## src/rtl/pc_sequencer.sv

```systemverilog
// pc_sequencer: run-control FSM that owns the datapath PC and adds start,
// pause, single-step, breakpoint and retired-instruction-limit control.
module pc_sequencer #(
  parameter logic [31:0] RESET_PC = 32'd0,
  parameter int          CNT_W    = 16
) (
  input  logic             clock,
  input  logic             reset,
  input  logic             start,
  input  logic [31:0]      start_pc,
  input  logic             pause_req,
  input  logic             resume,
  input  logic             step,
  input  logic             bp_enable,
  input  logic [31:0]      bp_addr,
  input  logic [CNT_W-1:0] cycle_limit,
  input  logic [31:0]      next_pc,
  output logic [31:0]      pc,
  output logic             pc_valid,
  output logic [CNT_W-1:0] retired,
  output logic [2:0]       state,
  output logic             halted,
  output logic [1:0]       halt_cause
);
  typedef enum logic [2:0] {
    IDLE  = 3'd0,
    RUN   = 3'd1,
    PAUSE = 3'd2,
    STEP  = 3'd3,
    DONE  = 3'd4
  } state_t;
  state_t           state_q, state_d;
  logic [31:0]      pc_q, pc_d;
  logic [CNT_W-1:0] retired_q, retired_d, retired_inc;
  logic [1:0]       cause_q, cause_d;
  logic             limit_hit, bp_hit;
  assign pc_valid    = state_q == RUN || state_q == STEP;
  assign halted      = state_q == DONE;
  assign retired_inc = retired_q + 1'b1;
  assign limit_hit   = cycle_limit != '0 && retired_inc == cycle_limit;
  // next_pc is the instruction about to run, so a hit stops before it executes
  assign bp_hit      = bp_enable && next_pc == bp_addr;
  assign pc          = pc_q;
  assign retired     = retired_q;
  assign state       = state_q;
  assign halt_cause  = cause_q;
  always_comb begin
    state_d   = state_q;
    pc_d      = pc_q;
    retired_d = retired_q;
    cause_d   = cause_q;
    if (pc_valid) begin
      pc_d      = next_pc;
      retired_d = &retired_q ? retired_q : retired_inc;
    end
    case (state_q)
      IDLE, DONE: if (start) begin
        pc_d      = start_pc;
        retired_d = '0;
        cause_d   = 2'd0;
        state_d   = RUN;
      end
      RUN: begin
        state_d = limit_hit || bp_hit || pause_req ? (limit_hit ? DONE : PAUSE) : RUN;
        cause_d = limit_hit ? 2'd3 : bp_hit ? 2'd1 : pause_req ? 2'd2 : cause_q;
      end
      PAUSE: state_d = resume ? RUN : step ? STEP : PAUSE;
      STEP: begin
        state_d = limit_hit ? DONE : PAUSE;
        cause_d = limit_hit ? 2'd3 : cause_q;
      end
      default: state_d = IDLE;
    endcase
  end
  always_ff @(posedge clock) begin
    if (reset) begin
      state_q   <= IDLE;
      pc_q      <= RESET_PC;
      retired_q <= '0;
      cause_q   <= 2'd0;
    end else begin
      state_q   <= state_d;
      pc_q      <= pc_d;
      retired_q <= retired_d;
      cause_q   <= cause_d;
    end
  end
endmodule

```

## config.mk

```make
export PLATFORM = sky130hd
export DESIGN_NAME = pc_sequencer
export DESIGN_NICKNAME = d
export VERILOG_FILES = /design/src/rtl/pc_sequencer.sv
export SDC_FILE = /design/constraint.sdc
export NUM_CORES = 1
export LEC_CHECK = 0
export ABC_CLOCK_PERIOD_IN_PS = 2100
export BUFFER_PORTS_ARGS = -buffer_cell sky130_fd_sc_hd__buf_4
export CORE_UTILIZATION = 46
export CTS_CLUSTER_SIZE = 30
export DETAILED_ROUTE_END_ITERATION = 8
export PLACE_DENSITY = 0.81
export RECOVER_POWER = 100
export SYNTH_ARGS = -nofsm -noshare
export SYNTH_HDL_FRONTEND = slang
export SYNTH_SLANG_ARGS = --single-unit
```

## constraint.sdc

```tcl
create_clock -name clock -period 2.1 [get_ports clock]
set_input_delay 0.105 -clock clock [delete_from_list [all_inputs] [get_ports clock]]
set_output_delay 0.105 -clock clock [all_outputs]
set_load 0.01 [all_outputs]
```

==> After elaboration in Yosys (flattened, before gate mapping) <==
Cells that the tools add are included.
{ "totals": {"out_inout_bits": 55, "in_bits": 119, "word_cells": 44, "reg_bits": 53} }
{ "classes": {"addsub": 1, "eq_ne": 9, "n_reduce_logical": 11, "mux": 19} }
{ "op_table": {"columns": ["operator", "count"], "rows": [
  ["32-bit 2-to-1 mux", 3],
  ["16-bit 2-to-1 mux", 4],
  ["32-bit == test", 1],
  ["16-bit by 1-bit adder with 16-bit output (second input constant)", 1],
  ["16-bit == test", 1],
  ["16-bit AND reduction", 1],
  ["16-bit nonzero test", 1],
  ["2-bit 2-to-1 mux", 6],
  ["3-bit one-hot mux with 4 select lines", 1],
  ["3-bit 2-to-1 mux", 3],
  ["3-bit by 2-bit == test with 1-bit output (second input constant)", 2],
  ["2-bit one-hot mux with 3 select lines", 1],
  ["2-bit inequality test (second input constant)", 2],
  ["4-bit inequality test (second input constant)", 1],
  ["4-bit AND reduction", 1],
  ["3-bit by 1-bit == test with 1-bit output (second input constant)", 1],
  ["3-bit == test (second input constant)", 1],
  ["3-bit logical NOT", 1],
  ["1-bit logical OR", 3],
  ["3-bit nonzero test", 1],
  ["1-bit logical AND", 2],
  ["2-bit OR reduction", 1],
  ["1-bit 2-to-1 mux", 1]
]} }

==> Depth between registers and ports, before layout <==
Gate-level depths: netlist of run 1.
{ "logic_depth": {"word_depth": 7, "ltp_mapped": 8, "mapped_depth_nobuf": 7} }

==> Least setup slack after synthesis of run 1 <==
No wires, ideal clock.
{ "synth_path": {"path_kind": "register to register", "start": "reg retired_q[0], in the netlist retired[0]", "end": "reg state_q[0], in the netlist state[0]", "path_slack_ns": 0.099, "synth_period_minus_slack_ns": 2.001, "setup_time_ns": 0.116, "t_arrival_ns": 1.886, "n_path_buf": 1, "stages_incl_launch_ff": 9, "required_time_ns": 1.984, "cell_sequence": "dfxtp_1 > ha_1 > and3_2 > clkbuf_1 > and2_1 > a31oi_1 > nor3_1 > nand4_1 > a31o_1"} }
{ "synth_via": {"elab_chain_len": 7} }
{ "synth_rtl": {"columns": ["element", "line_no", "rtl"], "rows": [
  ["from (decl)", "34", "logic [CNT_W-1:0] retired_q, retired_d, retired_inc;"],
  ["from (signal assigned)", "84", "retired_q <= retired_d;"],
  ["16-bit by 1-bit adder with 16-bit output", "39", "assign retired_inc = retired_q + 1'b1;"],
  ["16-bit == test", "40", "assign limit_hit = cycle_limit != '0 && retired_inc == cycle_limit;"],
  ["1-bit logical AND", "40", null],
  ["1-bit logical OR (2 in a row)", "64", "state_d = limit_hit || bp_hit || pause_req ? (limit_hit ? DONE : PAUSE) : RUN;"],
  ["3-bit 2-to-1 mux", "64", null],
  ["3-bit one-hot mux with 4 select lines", "56", "case (state_q)"],
  ["to (signal assigned)", "82", "state_q <= state_d;"],
  ["to (decl)", "32", "state_t state_q, state_d;"]
]} }
Every way passes these cells.
A chain may end at the register's enable or synchronous reset.

==> Worst setup path in the final report of run 1 <==
Same ends and word-level chain as after synthesis.

==> impl_results.md, run 1 <==
* Initial antenna violation count at 0
* Tot GR Track Use at 29.0%
* Mux cell area share after synthesis at just over 10%
* Critical path origin: retired[0]
* Core area at approximately 0.0069 mm^2
* Syn_area_per_cell at about 8.7 um^2
* Synth Warn # at 0
* Post-synthesis async set-or-reset flop share at 0%
* F_max at 505 MHz
* DRT antenna net count at 0
* Final setup violation count at 0
* Tot Pwr at 2.57 mW
* PD cells at about 520 mW/mm^2
* Layout area overhead at 47.9%
* Slew @ Worst Pin at 0.685 ns
* FF+latch count, synth at 53
* Clk buf depth at 2
* Slew margin rel. at a little over half
* Area of the multi-input gates at 0.00213 mm^2
* Hold slack at roughly 0.0075 ns
* CP Capture Type: flop
* CTS root buffer: clkbuf_8
* RePlAce Congestion at 0.939
* Crit Path Category: flop to flop
* Sequential-to-total area share from yosys stat at a little under a third
* Unrepaired setup endpoints after global routing: false
* Vias at ~3,700
* Routed WL at between 10,000 and 15,000 um
* Hold Vio Cnt, Final at 0
* XOR/XNOR Fraction of Synth Area at 17.4%
* TNS Setup at 0 ns
* Hold Path End: pc[0]
* Pin count of the biggest net entering global routing at 36
* Final #Nets at 700
* Compound-gate portion of the synthesized area at 12.4%
* Die footprint at 0.00756 mm^2
* Syn Inst Count at 380
* Worst reg2reg endpoint: state[0]
* Tmin final at 1.98 ns
* Number of CTS-inserted buffers at 5
* Hold depth at 3
* Layout cells sized above 1 at 28.7%
* Number of global-route vias before repair at 3,617
* Final Skew at 0.0114 ns
* Most frequent cells in the layout: buf_4 (136), clkbuf_1 (53), dfxtp_1 (50)
* Residual DRC count at 0
* Most common cell after layout, fill and taps aside: buf_4
* Clock sink count at 53
* Max H-tree Level at 2
* Max FO, Critical Path at 4
* Die width at between 80 and 90 um
* Worst path required time at ~2.3 ns
* Pre-antenna DRT Iters at 4
* Initial Util at 48.3%
* RR Startpoint: retired[0]
* Adder-cell share of the synthesized area at less than 1%
* P_leak at roughly 2.1 nW
* # port buffers at 173
* Main combinational cell family by area after synthesis: simple AND/OR/NAND/NOR gates
* Switching part of the total at 29.2%
* HP Class: input pin to flop
* Yosys cell types at 52
* MaxCap Viol Count at 0
* Setup Fix Bufs, Post-CTS at 0
* TritonCTS clock tree: built
* HPWL after DPL at approximately 8500 um
* Sw power at 750 uW
* Post-synth EDFFs at 0
* Synth Area in Simple Gates at 23.2%
* First-pass GRT wire length at between 15,000 and 20,000 um
* Reg2Reg Setup Slack at 0.12 ns
* Sequential power share at 43.8%
* Internal power at about 1.8 mW
* Hold Startpoint: start_pc[0]
* Status: finished clean
* Final core occ at between 70% and 80%
* Syn nets at 500
* Vias/cell at 5.40
* Worst IR Drop VDD at 0.395 mV
* R2R cell count at 6
* Overall die height at 87.0 um
* Drt wl/cell at 16.8 um
* # rows at 30
* CP Launch Type: flop
* Worst path arrival time at 2.19 ns
* Antenna diode count at 0
* Cell Area, Synth at ~0.0033 mm^2
* FF+latch area at 0.00106 mm^2
* Final global-route overflow total at 0
* Final Max Slew Viols at 0
* Worst-Skew Late Latency at 0.31 ns
* Combinational Power Share at 28.8%
* Crit share post-route at between 90% and 100%
* Clock share of power at between 20% and 30%
* CTS clk-pin slew, worst paths at about 0.1 ns
* Initial DRC count at roughly 150
* Most used DFF post-synth: dfxtp_1
* Fill count at 569
* # IOs at 174
cells in the mapped netlist, types with 3 or more instances:
cell type | instances | area (um^2)
dfxtp_1 | 53 | 1060
xnor2_1 | 49 | 429
nand2_1 | 45 | 169
mux2i_1 | 34 | 340
o21ai_0 | 32 | 160
nor2_1 | 22 | 82.6
nand4_1 | 15 | 93.8
xor2_1 | 15 | 131
clkbuf_1 | 11 | 41.3
nor4_1 | 11 | 68.8
a21oi_1 | 7 | 35.0
nand3_1 | 7 | 35.0
nand2b_1 | 6 | 37.5
nor3_1 | 6 | 30.0
buf_2 | 5 | 25.0
a211oi_1 | 4 | 30.0
a311oi_1 | 4 | 35.0
a31oi_1 | 3 | 18.8
and4_1 | 3 | 26.3
buf_6 | 3 | 33.8
inv_1 | 3 | 11.3
or4_1 | 3 | 22.5
critical path: stages, from the launching register on:
cell and delay (ns):
dfxtp_1 0.39, ha_2 0.25, nand3_1 0.15, or4_1 0.56, a21oi_1 0.17, nand4_1 0.15
a31o_1 0.23
power groups by stage:
| stage | Sequential, mW | Combinational (mW) | Clock (mW) |
|---|---|---|---|
| floorplan | 1.18 | 0.314 | 0 |
| global placement | 1.14 | 0.737 | 0 |
| detailed placement | 1.15 | 0.752 | 0 |
| CTS | 1.12 | 0.792 | 0.718 |
| global route | 1.13 | 0.794 | 0.760 |
| finish | 1.12 | 0.740 | 0.704 |
per-stage QoR:
| stage | setup slack (ns) | cells | area (um^2) |
|---|---|---|---|
| after CTS | 0.0370 | 676 | 5090 |
| final | 0.118 | 677 | 4910 |
| after detailed placement | 0.0903 | 644 | 4740 |
| after global placement | 0.156 | 644 | 4740 |
| after global routing | 0.00172 | 677 | 4910 |
| after floorplan | 0.0985 | 380 | 3320 |
layer usage:
metal,global-route usage [%],up-vias,wire length (um),part of all wire (%)
li1,-,1755,-,-
met1,32.2,1716,4400,39
met2,51.8,151,5770,51
met3,7.01,36,772,6.8
met4,14.1,0,432,3.8
met5,0,-,0,0
state kept, by name, summed over array words and instances, names as in the netlist:
signal	count
pc	32
halt_cause	2
retired	16
state	3
worst max-delay path by stage:
stage | slack (ns) | depth (start not counted) | end
6_report | 0.12 | 6 | state[0]
5_1_grt | 0.002 | 6 | state[0]
4_1_cts | 0.04 | 7 | retired[10]
3_5_place_dp | 0.09 | 7 | retired[10]
3_3_place_gp | 0.16 | 6 | state[2]
2_1_floorplan | 0.1 | 8 | state[0]
logic make-up (layout without fill, tap and decap cells):
logic type / after synthesis / in the layout
buffers and inverters: 25 / 226
AND/OR/NAND/NOR: 138 / 138
XOR/XNOR: 65 / 65
multiplexers: 34 / 34
adder cells (fa/ha/maj): 1 / 1
AO/OA/AOI/OAI: 64 / 64
flip-flops: 53 / 53
what timing repair did:
action,4_1_cts,5_1_grt
endpoints found under the setup margin,0,10
endpoints found under the hold margin,24,1
hold buffers,24,1
gates resized for setup,0,6
area by class of cell:
class / instances / area share, %
Clock inverter: 2 / 0.790
Multi-Input combinational cell: 302 / 43.3
Inverter: 3 / 0.229
Sequential cell: 53 / 21.7
Timing Repair Buffer: 215 / 30.1
Tap cell: 96 / 2.45
Clock buffer: 6 / 1.48
Power figures use the tool's default switching activity.
==> run 2, diff against run 1 <==
- ABC_AREA: not set -> 1
- CORE_UTILIZATION: 46 -> 47
- REMOVE_ABC_BUFFERS: not set -> 1
- SKIP_LAST_GASP: not set -> 1
==> impl_results.md, run 2 <==
* CTS clk-pin slew, worst paths at 0.10 ns
* Max reg flops at 32
* Final setup violation count at 3
* Hold Vio Cnt, Final at 0
* Largest stage delay on the critical path at 0.41 ns
* Most used DFF post-synth: dfxtp_1
* Cell Chain, Critical Path: nand2_2, nor2_4, nand2_8, nor2_4, nand2_2, nand2_2, nand2_2, nand2_2, nand2_2, nor2_4, nand3_4, buf_4, nand3_1, nand3_1, a21oi_1
* TNS Setup at -0.145 ns
* Max H-tree Level at 2
* Worst reg2reg endpoint: state[1]
* Syn_area_per_cell at between 6 and 7 um^2
* Area of the multi-input gates at 0.00227 mm^2
* Yosys top cell area share at 29.7%
* Layout cells sized above 1 at 30.1%
* Tot GR Track Use at 28.1%
* Pin count of the biggest net entering global routing at 62
* Initial antenna violation count at 0
* Worst-Skew Late Latency at about 0.32 ns
* Unrepaired setup endpoints after global routing: true
* Die width at slightly below 90 um
* Hold slack at 0.0125 ns
* CP Launch Type: flop
* Most common cell after layout, fill and taps aside: buf_4
* Placed cell area at 0.00503 mm^2
* CTS root buffer: clkbuf_8
* FF+latch count, synth at 53
* HPWL after DPL at 8830 um
* TritonCTS clock tree: built
* Yosys cell types at 36
* Crit share post-route at 104%
* Slew @ Worst Pin at 1.05 ns
* DRT antenna net count at 0
* PD cells at 564 mW/mm^2
* Crit path buf inv count at 1
* # port buffers at 173
* F_max at roughly 460 MHz
* Most frequent cells in the layout: buf_4 (153), nand2_1 (111), inv_1 (71)
* Residual DRC count at 0
* Initial Util at 48.9%
* # IOs at between 150 and 200
* Tot Pwr at 2.95 mW
* Tmin final at 2.19 ns
* Setup ws final at -0.0896 ns
* Hold Path End: pc[22]
* Clock sink count at 53
* Worst IR Drop VDD at approximately 0.28 mV
* Number of global-route vias before repair at 3,910
* Failing checks: setup timing
* Drt wl/cell at 14.1 um
* Fill count at ~680
* CP max stage cell: dfxtp_2
* Final Max Slew Viols at 0
* FF+latch area at about 0.0011 mm^2
* Worst path required time at 2.34 ns
* Core area at 0.00729 mm^2
* Max FO, Critical Path at 6
* Vias/cell at 5.30
* CP Capture Type: flop
* CP most frequent cell: nand2_2
* Crit Path Category: flop to flop
* MaxCap Viol Count at 0
* Routed WL at 11,800 um
* RR Startpoint: retired[4]
* Overall die height at 89.1 um
* Sequential-to-total area share from yosys stat at roughly 30%
* RePlAce Congestion at around 0.86
* Hold depth at 3
* Initial DRC count at about 200
* HP Class: input pin to flop
* Post-synthesis async set-or-reset flop share at 0%
* Reg2Reg Setup Slack at -0.09 ns
* # rows at 31
* Cell family with most CP delay: simple AND/OR/NAND/NOR gates
* Vias at about 4,400
* R2R cell count at 15
* Cell Area, Synth at 0.00357 mm^2
* Most numerous cell in the Yosys netlist: nand2_1
* Worst path arrival time at roughly 2.4 ns
* Final Skew at around 0.013 ns
* Syn Inst Count at about 550
* Post-synth EDFFs at 0
* Final Cell Area at between 0.005 and 0.006 mm^2
* Final global-route overflow total at 0
* Synth top cells by count: nand2_1 (118), nand3_1 (72), inv_1 (71), o21ai_0 (58), dfxtp_1 (53)
* Clk buf depth at 2
* Synth Warn # at 0
* Layout area overhead at 46.8%
* Number of CTS-inserted buffers at 5
* Pre-antenna DRT Iters at 5
* First-pass GRT wire length at 17,600 um
* Slew margin rel. at 29.7%
* Final #Nets at 854
* P_leak at around 2.4 nW
* Post-synth top area cell: dfxtp_1
* Hold Startpoint: start_pc[22]
* Antenna diode count at 0
* Status: finished with violations
* Die footprint at around 0.008 mm^2
* Largest cells by area after synthesis: dfxtp_1 (30%), nand2_1 (12%), nand3_1 (10%)
[run 2: changes by cell type after synthesis, sizes merged, moves of 9 or more]
cell   before  now
xor2       16    7
nor2       22   50
o21ai      32   59
nand3       8   73
inv         3   74
xnor2      49    9
mux2i      34   18
nand2      45  129
nor4       14    1
[run 2: worst min-delay path: cells and delay by family]
kind | cells | cell delay [ns]
buffers and inverters | 1 | 0.08
AND/OR/NAND/NOR | 1 | 0.06
AO/OA/AOI/OAI | 1 | 0.06
[run 2: worst max path at each step]
stage	start	to	slack (ns)	cells past startpoint
3_5_place_dp	retired[1]	halt_cause[0]	-0.10	14
2_1_floorplan	state[0]	retired[14]	-2.36	7
3_3_place_gp	retired[1]	halt_cause[1]	0.04	14
4_1_cts	retired[0]	halt_cause[0]	-0.008	14
6_report	retired[4]	state[1]	-0.09	15
5_1_grt	retired[3]	state[1]	-0.22	15
[run 2: layout make-up]
type / instances / share of cell area [%]
Clock buffer: 6 / 1.39
Sequential cell: 53 / 20.5
Multi-Input combinational cell: 403 / 43.3
Timing Repair Buffer: 196 / 26.3
Tap cell: 99 / 2.37
Clock inverter: 2 / 0.741
Inverter: 75 / 5.38
[run 2: kinds of logic (layout without fill, tap and decap cells)]
| kind of cell | count (synthesis) | after routing | synth area share [%] |
|---|---|---|---|
| adder cells (fa/ha/maj) | 1 | 1 | 0.351 |
| buffers and inverters | 92 | 279 | 9.82 |
| AO/OA/AOI/OAI | 90 | 90 | 14.2 |
| multiplexers | 18 | 18 | 5.05 |
| flip-flops | 53 | 53 | 29.7 |
| AND/OR/NAND/NOR | 277 | 277 | 36.3 |
| XOR/XNOR | 17 | 17 | 4.56 |
[run 2: report_power, final]
group / internal (mW) / leakage, nW / switching (mW) / total [mW]
clock: 0.359 / 0.0554 / 0.369 / 0.728
sequential: 1.12 / 0.441 / 0.0929 / 1.22
combinational: 0.462 / 1.94 / 0.547 / 1.01
total: 1.94 / 2.44 / 1.01 / 2.95
[run 2: metrics by stage]
step	setup slack (ns)	utilization, %	std cells
after floorplan	-2.36	-	531
after global placement	0.0372	68.9	814
after detailed placement	-0.102	68.9	814
after CTS	-0.00813	71.6	829
after global routing	-0.215	71.8	834
final	-0.0896	71.8	834
[run 2: what timing repair did]
action / in CTS / in global routing
resized for setup: 12 / 24
setup buffers: 5 / 5
hold endpoints to repair: 3 / 0
setup endpoints to repair: 2 / 5
hold buffers: 2 / 0
pin swaps: 8 / 19
[run 2: per-layer routing]
metal | global-route usage, % | vias up | routed length [um] | share of wire [%]
met5 | 0 | - | 0 | 0
li1 | - | 2179 | - | -
met2 | 48.1 | 184 | 5950 | 50
met1 | 36.0 | 2032 | 4860 | 41
met4 | 9.09 | 0 | 228 | 1.9
met3 | 4.52 | 23 | 762 | 6.5
==> run 3, diff against run 2 <==
- CORE_UTILIZATION: 47 -> 48
- CTS_BUF_LIST: not set -> sky130_fd_sc_hd__clkbuf_2 sky130_fd_sc_hd__clkbuf_4 sky130_fd_sc_hd__clkbuf_8
- PLACE_DENSITY: 0.81 -> 0.83
==> impl_results.md, run 3 (synthesized netlist as in run 2, its figures left out) <==
* # IOs at 174
* Hold Startpoint: start_pc[30]
* Final setup violation count at 2
* Final core occ at 72.2%
* Fill count at 626
* Largest stage delay on the critical path at approximately 0.35 ns
* Number of CTS-inserted buffers at 5
* Hold depth at 3
* Slew @ Worst Pin at 1.05 ns
* Cell Count, Final, Fillers Out at 835
* Tot GR Track Use at ~30%
* Unrepaired setup endpoints after global routing: true
* Worst reg2reg endpoint: halt_cause[0]
* Max reg flops at 32
* Area of the multi-input gates at 0.00226 mm^2
* Antenna diode count at 0
* Worst path arrival time at approximately 2.4 ns
* Most common cell after layout, fill and taps aside: buf_4
* Core area at 0.00721 mm^2
* Worst path required time at 2.31 ns
* CTS root buffer: clkbuf_8
* CP max stage cell: dfxtp_2
* FF+latch area at around 0.0011 mm^2
* Setup ws final at -0.114 ns
* CP most frequent cell: nand2_2
* MaxCap Viol Count at 0
* Hold Vio Cnt, Final at 0
* HPWL after DPL at 9500 um
* F_max at 452 MHz
* HP Class: input pin to flop
* Initial antenna violation count at 0
* PD cells at 571 mW/mm^2
* Initial DRC count at 329
* First-pass GRT wire length at 18,400 um
* Pin count of the biggest net entering global routing at 38
* CTS clk-pin slew, worst paths at ~0.1 ns
* Failing checks: setup timing
* Initial Util at 49.4%
* Internal power at 1.95 mW
* Overall die height at 88.2 um
* RePlAce Congestion at slightly above 0.9
* Reg2Reg Setup Slack at -0.11 ns
* CP Capture Type: flop
* Final #Nets at 855
* Combinational Power Share at around 34%
* Residual DRC count at 0
* Vias at 4,513
* Most frequent cells in the layout: buf_4 (161), nand2_1 (114), inv_1 (71)
* Switching part of the total at 34.4%
* Routed WL at between 10,000 and 15,000 um
* Hold Path End: pc[30]
* # rows at 31
* Die footprint at just under 0.008 mm^2
* Clock sink count at 53
* CP Launch Type: flop
* TritonCTS clock tree: built
* Slew margin rel. at around 30%
* Layout area overhead at 46.1%
* Layout cells sized above 1 at 31.1%
* Pre-antenna DRT Iters at 5
* RR Startpoint: retired[1]
* Crit Path Category: flop to flop
* Die width at between 80 and 90 um
* Cell Chain, Critical Path: buf_6, nand2_2, nor2_4, nand2_4, nor2_2, nand2_1, nand2_1, nand2_1, nand2_2, nand2_2, nor2_4, nand3_4, a21oi_4, nand3_2, nand2_2, nor2_1
* Hold slack at approximately 0.008 ns
* Status: finished with violations
* Clock share of power at 24.8%
* Max H-tree Level at 2
* Max FO, Critical Path at 8
* Number of global-route vias before repair at 4,018
* Drt wl/cell at 15.0 um
* Worst-Skew Late Latency at 0.31 ns
* R2R cell count at 16
* DRT antenna net count at 0
* Critical path origin: retired[1]
* Vias/cell at 5.40
* Sequential power share at 41.0%
* Dpl cells at 817
* Clk buf depth at 2
* Sw power at 1.02 mW
* P_leak at between 2 and 2.5 nW
* Final Skew at 0.00820 ns
* # port buffers at 173
* Crit share post-route at 105%
* Final global-route overflow total at 0
* Tmin final at approximately 2.2 ns
* Final Max Slew Viols at 0
* Worst IR Drop VDD at 0.382 mV
[run 3: cell types whose count changed in the layout (fill, tap and decap cells not counted), moves of 3 or more]
cell	change
buf_4	+8
nor2_2	+3
nand2_1	+3
clkbuf_1	-3
nand2_2	-3
[run 3: cell type report]
class	count	area share, %
clock inverters	2	0.744
well taps	99	2.38
clock buffers	6	1.46
repair buffers	197	26.1
flip-flops and latches	53	20.7
multi-input cells	403	43.3
inverters	75	5.40
[run 3: repair_timing]
item | 4_1_cts | 5_1_grt
gates resized for setup | 10 | 24
endpoints found under the setup margin | 2 | 5
hold buffers | 1 | 0
endpoints found under the hold margin | 2 | 0
setup buffers | 3 | 6
pin swaps | 4 | 21
[run 3: per-stage QoR]
stage / cell area (um^2) / worst slack, ns / setup TNS (ns) / total power [mW]
global route: 5210 / -0.261 / -0.668 / 3.13
finish: 5210 / -0.114 / -0.193 / 2.98
floorplan: 3500 / -2.36 / -82.57 / 1.73
CTS: 5200 / 0.00321 / 0 / 3.01
detailed placement: 5040 / -0.102 / -0.182 / 2.27
global placement: 5040 / 0.0503 / 0 / 2.24
[run 3: metal layers]
| layer | global-route usage (%) | vias to the layer above | routed length [um] |
|---|---|---|---|
| li1 | - | 2179 | - |
| met1 | 37.8 | 2067 | 5020 |
| met2 | 51.1 | 231 | 6320 |
| met3 | 4.52 | 36 | 830 |
| met4 | 11.4 | 0 | 354 |
| met5 | 0 | - | 0 |
[run 3: critical path: cells and delay by family (launching register included)]
kind	cells	cell delay (ns)
simple gates	14	1.44
compound gates	1	0.21
buf+inv	1	0.10
flops	1	0.35
[run 3: worst max-delay path by stage]
stage | slack (ns) | cells after the start | endpoint
2_1_floorplan | -2.36 | 7 | retired[14]
3_3_place_gp | 0.05 | 14 | halt_cause[0]
3_5_place_dp | -0.10 | 14 | halt_cause[0]
4_1_cts | 0.003 | 16 | halt_cause[0]
5_1_grt | -0.26 | 16 | halt_cause[0]
6_report | -0.11 | 16 | halt_cause[0]
[run 3: power by group through the flow]
stage          clock network, mW  registers (mW)  logic, mW
3_5_place_dp                   0            1.23       1.04
3_3_place_gp                   0            1.23       1.01
2_1_floorplan                  0            1.27      0.458
4_1_cts                    0.746            1.21       1.05
6_report                   0.738            1.22       1.02
5_1_grt                    0.791            1.23       1.11
